===== src/rtl/brs_pkg.sv =====
// Shared types and constants for the byte running-maximum scheduler.
// FSM state encoding, uio strobe/status bit positions, output-enable mask.
package brs_pkg;

  typedef enum logic [1:0] {
    IDLE  = 2'd0,
    ACCUM = 2'd1,
    DONE  = 2'd2
  } brs_state_e;

  localparam int BIT_START = 0;
  localparam int BIT_VALID = 1;
  localparam int BIT_LAST  = 2;
  localparam int BIT_SEL   = 3;
  localparam int BIT_OVF   = 5;
  localparam int BIT_BUSY  = 6;
  localparam int BIT_DONE  = 7;

  localparam logic [7:0] UIO_OE_MASK = 8'hE0;

endpackage


===== src/rtl/brs_max_cmp.sv =====
// Shared compare-select: strict unsigned greater-than against the running max.
// Ties keep the held value so the earliest maximum wins.
module brs_max_cmp (
  input  logic [7:0] sample_i,
  input  logic [7:0] max_i,
  output logic       gt_o,
  output logic [7:0] next_max_o
);

  assign gt_o       = sample_i > max_i;
  assign next_max_o = gt_o ? sample_i : max_i;

endmodule


===== src/rtl/tt_um_brs_max_sched.sv =====
// Frame-based running-maximum scheduler tile (FSM, counter, result, status).
// Optional argmax index register and live sel mux under BRS_ARGMAX_EN.
module tt_um_brs_max_sched
  import brs_pkg::*;
#(
  parameter int MAX_LEN = 16,
  parameter int CNT_W   = 8
) (
  input  logic       clk,
  input  logic       rst_n,
  input  logic       ena,
  input  logic [7:0] ui_in,
  input  logic [7:0] uio_in,
  output logic [7:0] uo_out,
  output logic [7:0] uio_out,
  output logic [7:0] uio_oe
);

  localparam logic [CNT_W-1:0] LAST_CNT = CNT_W'(MAX_LEN - 1);

  brs_state_e       state_q, state_d;
  logic [7:0]       max_q, max_d;
  logic [CNT_W-1:0] cnt_q, cnt_d;
  logic             ovf_q, ovf_d;

  logic       start, valid, last;
  logic       gt;
  logic [7:0] next_max;
  logic       accept;

  assign start  = uio_in[BIT_START];
  assign valid  = uio_in[BIT_VALID];
  assign last   = uio_in[BIT_LAST];
  assign accept = (state_q == ACCUM) && valid && !start;

  brs_max_cmp u_cmp (
    .sample_i   (ui_in),
    .max_i      (max_q),
    .gt_o       (gt),
    .next_max_o (next_max)
  );

  always_comb begin
    state_d = state_q;
    max_d   = max_q;
    cnt_d   = cnt_q;
    ovf_d   = ovf_q;
    if (start) begin
      state_d = ACCUM;
      max_d   = '0;
      cnt_d   = '0;
      ovf_d   = 1'b0;
    end else if (accept) begin
      max_d = next_max;
      cnt_d = cnt_q + CNT_W'(1);
      if (last) begin
        state_d = DONE;
        ovf_d   = 1'b0;
      end else if (cnt_q == LAST_CNT) begin
        // Frame hit its length cap: terminate before the counter can wrap
        state_d = DONE;
        ovf_d   = 1'b1;
      end
    end
  end

  always_ff @(posedge clk) begin
    if (!rst_n) begin
      state_q <= IDLE;
      max_q   <= '0;
      cnt_q   <= '0;
      ovf_q   <= 1'b0;
    end else begin
      state_q <= state_d;
      max_q   <= max_d;
      cnt_q   <= cnt_d;
      ovf_q   <= ovf_d;
    end
  end

`ifdef BRS_ARGMAX_EN
  logic [CNT_W-1:0] idx_q, idx_d;

  always_comb begin
    idx_d = idx_q;
    if (start) begin
      idx_d = '0;
    end else if (accept && gt) begin
      idx_d = cnt_q;
    end
  end

  always_ff @(posedge clk) begin
    if (!rst_n) begin
      idx_q <= '0;
    end else begin
      idx_q <= idx_d;
    end
  end

  assign uo_out = uio_in[BIT_SEL] ? 8'(idx_q) : max_q;

  logic unused_ok;
  assign unused_ok = &{1'b0, ena, uio_in[7:4]};
`else
  assign uo_out = max_q;

  logic unused_ok;
  assign unused_ok = &{1'b0, ena, uio_in[7:4], uio_in[BIT_SEL], gt};
`endif

  always_comb begin
    uio_out           = '0;
    uio_out[BIT_DONE] = (state_q == DONE);
    uio_out[BIT_BUSY] = (state_q == ACCUM);
    uio_out[BIT_OVF]  = ovf_q;
  end

  assign uio_oe = UIO_OE_MASK;

endmodule

===== config.mk =====
export PLATFORM = sky130hd
export DESIGN_NAME = tt_um_brs_max_sched
export DESIGN_NICKNAME = d
export VERILOG_FILES = /design/src/rtl/brs_pkg.sv /design/src/rtl/brs_max_cmp.sv /design/src/rtl/tt_um_brs_max_sched.sv
export SDC_FILE = /design/constraint.sdc
export NUM_CORES = 1
export LEC_CHECK = 0
export CAP_MARGIN = 25
export CORE_ASPECT_RATIO = 1.5
export CORE_UTILIZATION = 30
export CTS_CLUSTER_SIZE = 30
export DETAILED_ROUTE_END_ITERATION = 10
export GPL_TIMING_DRIVEN = 0
export PLACE_DENSITY = 0.63
export RECOVER_POWER = 25
export SYNTH_ARGS = -nofsm -noshare
export SYNTH_HDL_FRONTEND = slang
export SYNTH_SLANG_ARGS = --single-unit

===== constraint.sdc =====
create_clock -name clk -period 2.17 [get_ports clk]
set_input_delay 0.3255 -clock clk [delete_from_list [all_inputs] [get_ports clk]]
set_output_delay 0.3255 -clock clk [all_outputs]
set_load 0.01 [all_outputs]

# Word level (Yosys, flattened, before mapping)
# Index checks and enable logic that the tools add are counted.
# word_totals
ff_bits,19
in_bits,19
output_inout_bits,24
word_cells,27
# op_classes
add_sub_neg,1
order_cmp,1
n_eq_ne,3
muxes,6
bitwise_logic,1
n_reduce_logical,10
# op_table
operator,count
$add A8 B1 Y8 const B,1
$eq A8 B4 Y1 const B,1
$gt A8 B8 Y1,1
$reduce_and A2 Y1,3
$mux W1,4
$mux W2,2
$reduce_bool A2 Y1,2
$reduce_bool A3 Y1,1
$eq A2 B1 Y1 const B,1
$eq A2 B2 Y1 const B,1
$logic_and A1 B1 Y1,2
$reduce_or A2 Y1,1
$logic_not A1 Y1,1
$not A1 Y1,1

# Logic depth before layout (Yosys ltp)
# Gate-level depths: netlist (run 1).
# depth
word_depth,5
mapped_depth,7
mapped_depth_nobuf,7

# Cells and area by module
# From an unflattened synthesis (run 1), not the netlist that was laid out.
# hier_totals
hier_cells,178
area_unflattened_um2,1544.0
# modules_own_cells
module,instances,cells_per_inst,area_per_inst_um2,seq_area_each_um2
tt_um_brs_max_sched,1,111,922.1,380.4
brs_max_cmp,1,67,621.8,0.0

# Least setup slack after synthesis (run 1)
# No wires, ideal clock.
# synth_path
kind,flip-flop to flip-flop
from,register max_q[3] (netlist: uo_out[3])
to,register max_q[7] (netlist: uo_out[7])
setup_ns,0.071
arrival_time_ns,1.574
t_required_ns,2.099
setup_slack_ns,0.525
stages_incl_launch_ff,7
n_path_buf,0
period_less_slack_ns,1.645
path_cell_list,dfxtp_1 inv_1 ha_1 nand4_1 o211ai_1 nand3_1 a21oi_1
# synth_via
elab_chain_len,2
# synth_rtl
item,line,rtl
start: declaration,tt_um_brs_max_sched.sv:22,"logic [7:0] max_q, max_d;"
start signal: assignment,tt_um_brs_max_sched.sv:75,max_q <= max_d;
$gt A8 B8 Y1,brs_max_cmp.sv:10,assign gt_o = sample_i > max_i;
$reduce_and A2 Y1 (no line),--,
# Every way passes these cells.
# A chain may end at the register's enable or synchronous reset.

# Worst setup path in the final report (run 1)
# layout_path
from,input ui_in[1]
to,register max_q[3] (netlist: uo_out[3])
# layout_via
elab_chain_len,2
# layout_rtl
item,line,rtl
start: declaration,tt_um_brs_max_sched.sv:12,"input logic [7:0] ui_in,"
$gt A8 B8 Y1,brs_max_cmp.sv:10,
$reduce_and A2 Y1 (no line),--,
# Every way passes these cells.

==> impl_metrics.yaml, run 1 <==
grt:
  grt_start_max_net_pins: 12
  grt_antenna_before_repair: 0
  globalRouteTotalUtil_pct: 13.1
  first_global_vias: 985
  grt_overflow: 0
  global_route_wire_length_before_repair_mm: 4.08
floorplanning:
  chipHeight_um: 76.9
  die_area_mm2: 0.00399
  die_width_um: 51.9
  initial_utilization_pct: 32.2
  core_area_mm2: 0.00348
  placementRows: 26
  top_level_ports: 43
sta:
  max_freq_mhz: 513
  timing_hold_violations_final: 0
  timing.clock.skew_ps: 6.27
  fin_crit_ps: 1950
  maxSlewViolCount: 0
  rsz0062_at_grt: "no"
  setup-violations-final: 0
  min_period_over_period_pct: 89.9
yosys:
  per_instance_average_area_after_synthesis_um2: 8.57
  ys_dominant_reg_cell: "sky130_fd_sc_hd__dfxtp_1"
  synth_top_area_share_pct: 33.9
  synth.area.top_cells: "sky130_fd_sc_hd__dfxtp_1 34%, sky130_fd_sc_hd__ha_1 10%, sky130_fd_sc_hd__buf_4 9.4%"
  mappedNetlistArea_mm2: 0.00112
  netlist.top_cell.by_area: "sky130_fd_sc_hd__dfxtp_1"
  netlist_top_cells_count: "19 x sky130_fd_sc_hd__dfxtp_1, 14 x sky130_fd_sc_hd__buf_4, 12 x sky130_fd_sc_hd__a21oi_1"
  yosys_warnings: 0
  synth-seq-area-share_pct: 33.9
  postSynthCellCount: 131
  ys_seq_elements: 19
  synthDistinctLibCells: 32
  most_frequently_used_cell_type_in_the_post_synthesis_netlist: "sky130_fd_sc_hd__dfxtp_1"
  ys_async_sr_fraction_pct: 0
  number_of_enable_type_register_cells_in_the_synthesized_netlist: 0
setup_path:
  crit_slowest_cell: "sky130_fd_sc_hd__clkdlybuf4s50_1"
  cp_num_buf_inv: 1
  crit_chain: "clkdlybuf4s50_1 > ha_1 > nor2b_1 > o211ai_1 > a211o_1 > nand3_1 > a21oi_1"
  critical_path_peak_fanout: 8
  cp_data_required_time_ps: 2340
  worstReg2RegEnd: "uo_out[3]"
  cp_data_arrival_time_ps: 2130
  rrSetupSlack_ps: 390
  dominant_delay_contributor_by_cell_family_on_the_critical_path: "compound AO/OA/AOI/OAI gates"
  endpoint_kind: "flip-flop"
  cp-start-kind: "input port"
  crit_type: "in -> reg"
  slowest_delay_ps: 450
  r2r-start: "uo_out[1]"
  ff2ff_path_depth: 7
cts:
  latest_clock_arrival_within_the_worst_skew_pair_ps: 250
  postCtsSetupBuffers: 0
  clock_tree.buffer_depth: 2
  h-tree-depth: 1
  tritoncts.num_buffers: 3
  cts_num_sinks: 19
  postCtsResizedCells: 0
  cts_tree: "built"
  holdBufCountCts: 0
  cts_root_buffer: "sky130_fd_sc_hd__clkbuf_8"
  cts.clk_slew.worst_paths_ps: 70
outcome:
  result_of_the_run: "complete, no violations"
cells_and_area:
  drive_above_1_share_pct: 13.5
  n_antenna_cell: 0
  syn_to_final_growth_pct: 33.7
  nNetsFinal: 199
  stdcell_count: 212
power_and_ir_drop:
  fin_total_pwr_w: 0.000705
  power-per-cell-area_mw_per_mm2: 470
  maximum_vdd_ir_drop_uv: 313
  power.leakage_nw: 0.606
detailed_routing:
  vias_per_cell: 4.71
  firstDrtPassIters: 4
  drt_first_iter_violations: 15
  routed-via-count: 999
  wl_mm: 2.35
  ant_nets: 0
  routedWlPerCell_um: 11.1
  remaining_drc_errors: 0
run:
  drv_cap: 0
worst_hold_path:
  hold_class: "reg -> reg"
  holdPathEnd: "cnt_q[1]"
  holdPathStages: 2
  hold_path_startpoint: "cnt_q[1]"
placed_design:
  gp_routability_congestion: 0.758
  dp.cells: 207
  hpwl_detailed_mm: 1.95
  place.port_buffers: 23
-- area by class of cell --
cell class / count / area, µm²
clock inverter: 1 / 5.00
clock buffer: 3 / 41.3
inverter: 9 / 33.8
multi-input combinational: 97 / 626
timing repair buffer: 24 / 238
sequential: 19 / 380
fill: 348 / 1980
tap: 42 / 52.6
buffer: 17 / 124
-- worst max path at each step --
stage               startpoint   endpoint  slack [ps]  cells past startpoint
detailed placement    ui_in[3]  uo_out[3]        -160                      6
finish                ui_in[1]  uo_out[3]         220                      7
floorplan            uo_out[3]  uo_out[7]         530                      6
global route          ui_in[1]  uo_out[0]         120                      7
global placement      ui_in[0]  uo_out[6]         -60                      7
CTS                   ui_in[3]  uo_out[3]          70                      6
-- cell families after synthesis --
group,count (synthesis),share of synthesized area (%)
AOI/OAI and AO/OA,30,16.7
xor gates and xnor gates,7,5.46
and+or+nand+nor,38,19.2
buffers and inverters,26,14.0
DFF,19,33.9
other,2,0.669
adders and majority gates,9,10.0
-- tightest hold or removal path: stages (launching register included) --
cell	delay, ps
sky130_fd_sc_hd__dfxtp_1	320
sky130_fd_sc_hd__nand2_1	60
sky130_fd_sc_hd__a21oi_1	60
-- routing by layer --
metal  vias up  track usage, %  share of wire [%]
met4         0            5.95                1.7
li1        507               -                  -
met1       466            13.7                 38
met3         6            2.38                4.9
met2        20            23.7                 55
met5         -               0                  0
-- sequential cells by signal (all words and copies together), names as in the netlist --
| signal | cells |
|---|---|
| cnt_q | 8 |
| ovf_q | 1 |
| state_q | 2 |
| uo_out | 8 |
-- layout by cell type (no fill, tap or decap), types with 5 or more instances in the layout --
cell	netlist	final
sky130_fd_sc_hd__clkdlybuf4s50_1	0	17
sky130_fd_sc_hd__dlygate4sd3_1	0	6
sky130_fd_sc_hd__xor2_1	5	5
sky130_fd_sc_hd__ha_1	9	9
sky130_fd_sc_hd__a21oi_1	12	12
sky130_fd_sc_hd__dfxtp_1	19	19
sky130_fd_sc_hd__inv_1	9	9
sky130_fd_sc_hd__buf_4	14	15
sky130_fd_sc_hd__nand3_1	11	11
sky130_fd_sc_hd__conb_1	2	13
sky130_fd_sc_hd__o21ai_0	10	10
sky130_fd_sc_hd__nor2_1	10	10
-- stage by stage --
step	setup slack (ps)	utilization, %	hold WS (ps)	area (µm²)	setup TNS (ps)
after floorplan	525	-	422	1160	0
after global placement	-61.6	41.6	461	1450	-428
after detailed placement	-165	41.6	484	1450	-1130
after CTS	70.6	42.9	494	1490	0
after global routing	121	43.1	505	1500	0
final	220	43.1	483	1500	0
-- report_power, final --
group | switching, W | internal, W | leakage [nW]
Combinational | 0.0000535 | 0.0000574 | 0.427
Clock | 0.000112 | 0.000127 | 0.0255
Sequential | 0.00000284 | 0.000352 | 0.153
Total | 0.000168 | 0.000537 | 0.606
Note: power is estimated with default switching activity, not from simulation.
==> run 2, diff against run 1 <==
--- a/config.mk
+++ b/config.mk
@@ -10,9 +10,11 @@
 export CORE_UTILIZATION = 30
 export CTS_CLUSTER_SIZE = 30
 export DETAILED_ROUTE_END_ITERATION = 10
+export GPL_ROUTABILITY_DRIVEN = 0
 export GPL_TIMING_DRIVEN = 0
-export PLACE_DENSITY = 0.63
+export PLACE_DENSITY = 0.59
 export RECOVER_POWER = 25
 export SYNTH_ARGS = -nofsm -noshare
 export SYNTH_HDL_FRONTEND = slang
+export SYNTH_HIERARCHICAL = 1
 export SYNTH_SLANG_ARGS = --single-unit
==> run 2 against run 1 <==
  * Hold slack lost 19 ps
  * Synthesized cell count rose by 35%
  * Highest routed layer unchanged
  * Maximum frequency fell by 5.0%
  * Critical path depth increased by 2
  * Area after synthesis grew 37%
  * Register-to-register slack worse by 270 ps
==> impl_metrics.yaml, run 2 <==
setup_path:
  cp_data_arrival_time_ps: 2230
  endpoint_kind: "flip-flop"
  crit_type: "reg -> reg"
  rrSetupSlack_ps: 120
  cp_data_required_time_ps: 2350
  cp-start-kind: "flip-flop"
  critical_path_peak_fanout: 4
sta:
  max_freq_mhz: 487
  maxSlewViolCount: 0
  rsz0062_at_grt: "no"
  min_period_over_period_pct: 94.6
  setup-violations-final: 0
  timing.clock.skew_ps: 8.97
  timing_hold_violations_final: 0
  fin_crit_ps: 2050
cts:
  tritoncts.num_buffers: 3
  h-tree-depth: 1
  cts_tree: "built"
  cts_root_buffer: "sky130_fd_sc_hd__clkbuf_8"
  clock_tree.buffer_depth: 2
  cts.clk_slew.worst_paths_ps: 70
  latest_clock_arrival_within_the_worst_skew_pair_ps: 260
  holdBufCountCts: 0
  cts_num_sinks: 19
placed_design:
  dp.cells: 277
  hpwl_detailed_mm: 2.68
  place.port_buffers: 23
floorplanning:
  die_area_mm2: 0.00543
  top_level_ports: 43
  chipHeight_um: 89.8
  die_width_um: 60.5
  core_area_mm2: 0.00489
  initial_utilization_pct: 31.5
  placementRows: 31
run:
  drv_cap: 0
power_and_ir_drop:
  power-per-cell-area_mw_per_mm2: 407
  maximum_vdd_ir_drop_uv: 283
  cell_internal_pwr_w: 0.000633
  comb_power_share_pct: 32.0
  power.leakage_nw: 0.792
  share_seq_of_total_power_pct: 40.4
  power.net_switching_w: 0.000251
  power.switching_fraction_pct: 28.4
  power.share.clock_pct: 27.6
cells_and_area:
  final.fill_count: 499
  drive_above_1_share_pct: 31.8
  n_antenna_cell: 0
  nNetsFinal: 252
  syn_to_final_growth_pct: 40.9
  utilization_pct: 44.4
  mostFrequentLayoutCell: "sky130_fd_sc_hd__nand2_1"
  stdcell_count: 289
  layout.cells.most_common_list: "24 x sky130_fd_sc_hd__nand2_1, 21 x sky130_fd_sc_hd__buf_4, 16 x sky130_fd_sc_hd__nor3_1"
detailed_routing:
  drt_first_iter_violations: 23
  firstDrtPassIters: 4
  ant_nets: 0
  vias_per_cell: 4.64
  routed-via-count: 1340
  remaining_drc_errors: 0
  routedWlPerCell_um: 11.9
  wl_mm: 3.43
yosys:
  yosys_warnings: 6
  mappedNetlistArea_mm2: 0.00154
  postSynthCellCount: 177
  per_instance_average_area_after_synthesis_um2: 8.70
grt:
  first_global_vias: 1291
  grt_start_max_net_pins: 12
  grt_overflow: 0
  global_route_wire_length_before_repair_mm: 5.95
  grt_antenna_before_repair: 0
  globalRouteTotalUtil_pct: 14.1
worst_hold_path:
  hold_class: "reg -> reg"
outcome:
  result_of_the_run: "complete, no violations"
==> run 2: cell count changes in the layout (fill, tap and decap cells not counted), sizes merged, moves of 5 or more <==
cell	delta
nand2	+19
nor3	+16
nand3	-10
clkdlybuf4s50	-9
a2111oi	+8
o21ai	-8
dlygate4sd2	+7
buf	+6
xor2	-5
==> run 2: stage by stage <==
| step | worst slack (ps) | total power, W | hold slack [ps] | TNS, ps | instance area [µm²] |
|---|---|---|---|---|---|
| floorplan | 174 | 0.000538 | 438 | 0 | 1580 |
| global placement | -339 | 0.000597 | 452 | -2670 | 1890 |
| detailed placement | -368 | 0.000600 | 454 | -2840 | 1890 |
| CTS | -6.81 | 0.000885 | 466 | -6.81 | 2070 |
| global route | 0.961 | 0.000930 | 499 | 0 | 2170 |
| finish | 117 | 0.000884 | 464 | 0 | 2170 |
==> run 2: per-layer routing <==
| metal | global-route usage (%) | part of all wire (%) |
|---|---|---|
| met1 | 16.1 | 40 |
| met2 | 25.8 | 56 |
| met3 | 1.15 | 2.6 |
| met4 | 4.73 | 1.2 |
| met5 | 0 | 0 |
==> run 2: power groups by stage <==
stage          clock network [W]  registers (W)  logic, W
2_1_floorplan                  0       0.000368  0.000170
3_3_place_gp                   0       0.000368  0.000229
3_5_place_dp                   0       0.000368  0.000232
4_1_cts                 0.000257       0.000360  0.000269
5_1_grt                 0.000263       0.000358  0.000308
6_report                0.000244       0.000357  0.000283
==> run 2: final cells by class <==
cell class	count	area, µm²	area share, %
Multi-Input combinational cell	138	1160	53.7
Sequential cell	19	395	18.2
Timing Repair Buffer	32	317	14.6
Buffer	17	116	5.36
Tap cell	66	82.6	3.80
Inverter	13	48.8	2.25
Clock buffer	3	41.3	1.90
Clock inverter	1	5.00	0.231
==> run 2: repair_timing <==
action	in CTS	in global routing
setup buffers	6	3
pin swaps	11	4
setup endpoints to repair	8	8
resized for setup	19	23
gates cloned	0	0
==> run 2: worst paths after layout <==
check,start,to,cells after the start
max,uo_out[4],uo_out[0],9
min,ovf_q,ovf_q,2
min reg2reg,ovf_q,ovf_q,2
max reg2reg,uo_out[4],uo_out[0],9
==> run 2: critical path, stage by stage, from the launching register on <==
cell and delay (ps):
sky130_fd_sc_hd__dfxtp_2 360, sky130_fd_sc_hd__inv_2 70, sky130_fd_sc_hd__ha_4 270, sky130_fd_sc_hd__and4_4 250, sky130_fd_sc_hd__a211oi_1 60, sky130_fd_sc_hd__a31o_4 240, sky130_fd_sc_hd__buf_12 140, sky130_fd_sc_hd__a2111oi_4 340
sky130_fd_sc_hd__nand2_1 100, sky130_fd_sc_hd__a21oi_2 150
==> run 3, diff against run 2 <==
--- a/config.mk
+++ b/config.mk
@@ -5,14 +5,13 @@
 export SDC_FILE = /design/constraint.sdc
 export NUM_CORES = 1
 export LEC_CHECK = 0
-export CAP_MARGIN = 25
+export CAP_MARGIN = 10
 export CORE_ASPECT_RATIO = 1.5
 export CORE_UTILIZATION = 30
-export CTS_CLUSTER_SIZE = 30
 export DETAILED_ROUTE_END_ITERATION = 10
 export GPL_ROUTABILITY_DRIVEN = 0
 export GPL_TIMING_DRIVEN = 0
-export PLACE_DENSITY = 0.59
+export PLACE_DENSITY_LB_ADDON = 0.25
 export RECOVER_POWER = 25
 export SYNTH_ARGS = -nofsm -noshare
 export SYNTH_HDL_FRONTEND = slang
==> run 3 against run 2 <==
  * Maximum frequency fell by 0.67%
  * Critical path depth unchanged
  * Die area stayed put
  * Non-clock buffer count decreased by 3
  * Routed wire length rose by 3.6%
  * First-iteration DRC count up 48%
  * Total power up 1.1%
  * Global-route usage shrank 0.41 points
  * Clock power up 4%
  * Combinational power hardly changed
  * Flip-flop and latch count did not move
  * Via count rose by 0.60%
  * Critical endpoint is now uo_out[3]
==> impl_metrics.yaml, run 3 (synthesized netlist as in run 2, its figures left out) <==
grt:
  grt_overflow: 0
  grtUsageMet3_pct: 1.15
  grt_busiest_layer: "met2"
  first_global_vias: 1294
  grtUsageMet1_pct: 13.3
  grt_use_met2_pct: 26.7
  grt_start_max_net_pins: 13
  grt_antenna_before_repair: 0
  global_route_wire_length_before_repair_mm: 5.68
  globalRouteTotalUtil_pct: 13.7
cells_and_area:
  drive_above_1_share_pct: 29.1
  mostFrequentLayoutCell: "sky130_fd_sc_hd__nand2_1"
  n_antenna_cell: 0
  syn_to_final_growth_pct: 39.7
  layout.cells.most_common_list: "24 x sky130_fd_sc_hd__nand2_1, 17 x sky130_fd_sc_hd__buf_4, 16 x sky130_fd_sc_hd__nor3_1"
  utilization_pct: 44.0
  nNetsFinal: 249
floorplanning:
  initial_utilization_pct: 31.5
  placementRows: 31
  chipHeight_um: 89.8
  top_level_ports: 43
  die_width_um: 60.5
  die_area_mm2: 0.00543
  core_area_mm2: 0.00489
cts:
  holdBufCountCts: 0
  latest_clock_arrival_within_the_worst_skew_pair_ps: 260
  cts_root_buffer: "sky130_fd_sc_hd__clkbuf_8"
  tritoncts.num_buffers: 3
  h-tree-depth: 1
  clock_tree.buffer_depth: 2
  cts.clk_slew.worst_paths_ps: 80
  cts_num_sinks: 19
  cts_tree: "built"
sta:
  layout_setup_ws_ps: 103
  setup-violations-final: 0
  timing.setup.tns_ps: 0
  timing_hold_violations_final: 0
  maxSlewViolCount: 0
  fin_crit_ps: 2070
  max_freq_mhz: 484
  rsz0062_at_grt: "no"
  min_period_over_period_pct: 95.3
  timing.clock.skew_ps: 10.4
worst_hold_path:
  holdPathStages: 2
  hold_class: "reg -> reg"
placed_design:
  place.port_buffers: 23
  hpwl_detailed_mm: 2.73
  detailedPlace.worstSlack_ps: -358
setup_path:
  crit_slowest_cell: "sky130_fd_sc_hd__dfxtp_2"
  cp_data_arrival_time_ps: 2260
  crit_chain: "inv_1 > ha_4 > and4_4 > a211oi_2 > a31o_4 > buf_12 > a2111oi_4 > nand2_1 > a21oi_2"
  critical_path_peak_fanout: 5
  cp_data_required_time_ps: 2360
  ff2ff_path_depth: 9
  crit_type: "reg -> reg"
  slowest_delay_ps: 360
  cp-start-kind: "flip-flop"
  endpoint_kind: "flip-flop"
power_and_ir_drop:
  power.leakage_nw: 0.812
  power-per-cell-area_mw_per_mm2: 415
  maximum_vdd_ir_drop_uv: 138
detailed_routing:
  routedWlPerCell_um: 12.4
  drt_first_iter_violations: 34
  firstDrtPassIters: 3
  routed-via-count: 1348
  vias_per_cell: 4.71
  remaining_drc_errors: 0
  wl_mm: 3.56
  ant_nets: 0
run:
  drv_cap: 0
outcome:
  result_of_the_run: "complete, no violations"
[run 3: what timing repair did]
item | 4_1_cts | 5_1_grt
buffers inserted | 5 | 1
gates resized for setup | 8 | 27
pin swaps | 4 | 9
setup endpoints to repair | 8 | 8
[run 3: final timing paths]
kind / from / to / slack (ps)
worst min register to register: ovf_q / ovf_q / 470
worst max register to register: uo_out[6] / uo_out[3] / 100
worst max-delay path: uo_out[6] / uo_out[3] / 100
worst min-delay path: ovf_q / ovf_q / 470
[run 3: per-stage QoR]
stage	cell area (µm²)	hold WS [ps]	cells	total power, W
finish	2150	470	286	0.000894
CTS	2040	472	285	0.000893
floorplan	1580	438	188	0.000538
global route	2150	491	286	0.000939
global placement	1890	458	277	0.000599
detailed placement	1890	460	277	0.000601
[run 3: cell type report]
class                      instances  area [µm²]
tap                               66        82.6
inverter                          13        48.8
fill                             503        2740
sequential                        19         392
multi-input combinational        138        1140
clock inverter                     1        7.51
buffer                            17         116
clock buffer                       3        41.3
timing repair buffer              29         320
[run 3: power by group]
group | switching [W] | total (W) | internal, W
Clock | 0.000124 | 0.000253 | 0.000129
Sequential | 0.00000643 | 0.000359 | 0.000353
Combinational | 0.000128 | 0.000281 | 0.000153
[run 3: critical path, delay by kind of cell, from the launching register on]
kind                     cells  cell delay [ps]
AND/OR/NAND/NOR              2              350
flip-flops                   1              360
adder cells (fa/ha/maj)      1              290
AO/OA/AOI/OAI                4              750
buffers and inverters        2              250
[run 3: per-layer routing]
metal	vias up	share of wire [%]
li1	701	-
met1	615	38
met2	25	57
met3	7	2.4
met4	0	2.3
met5	-	0
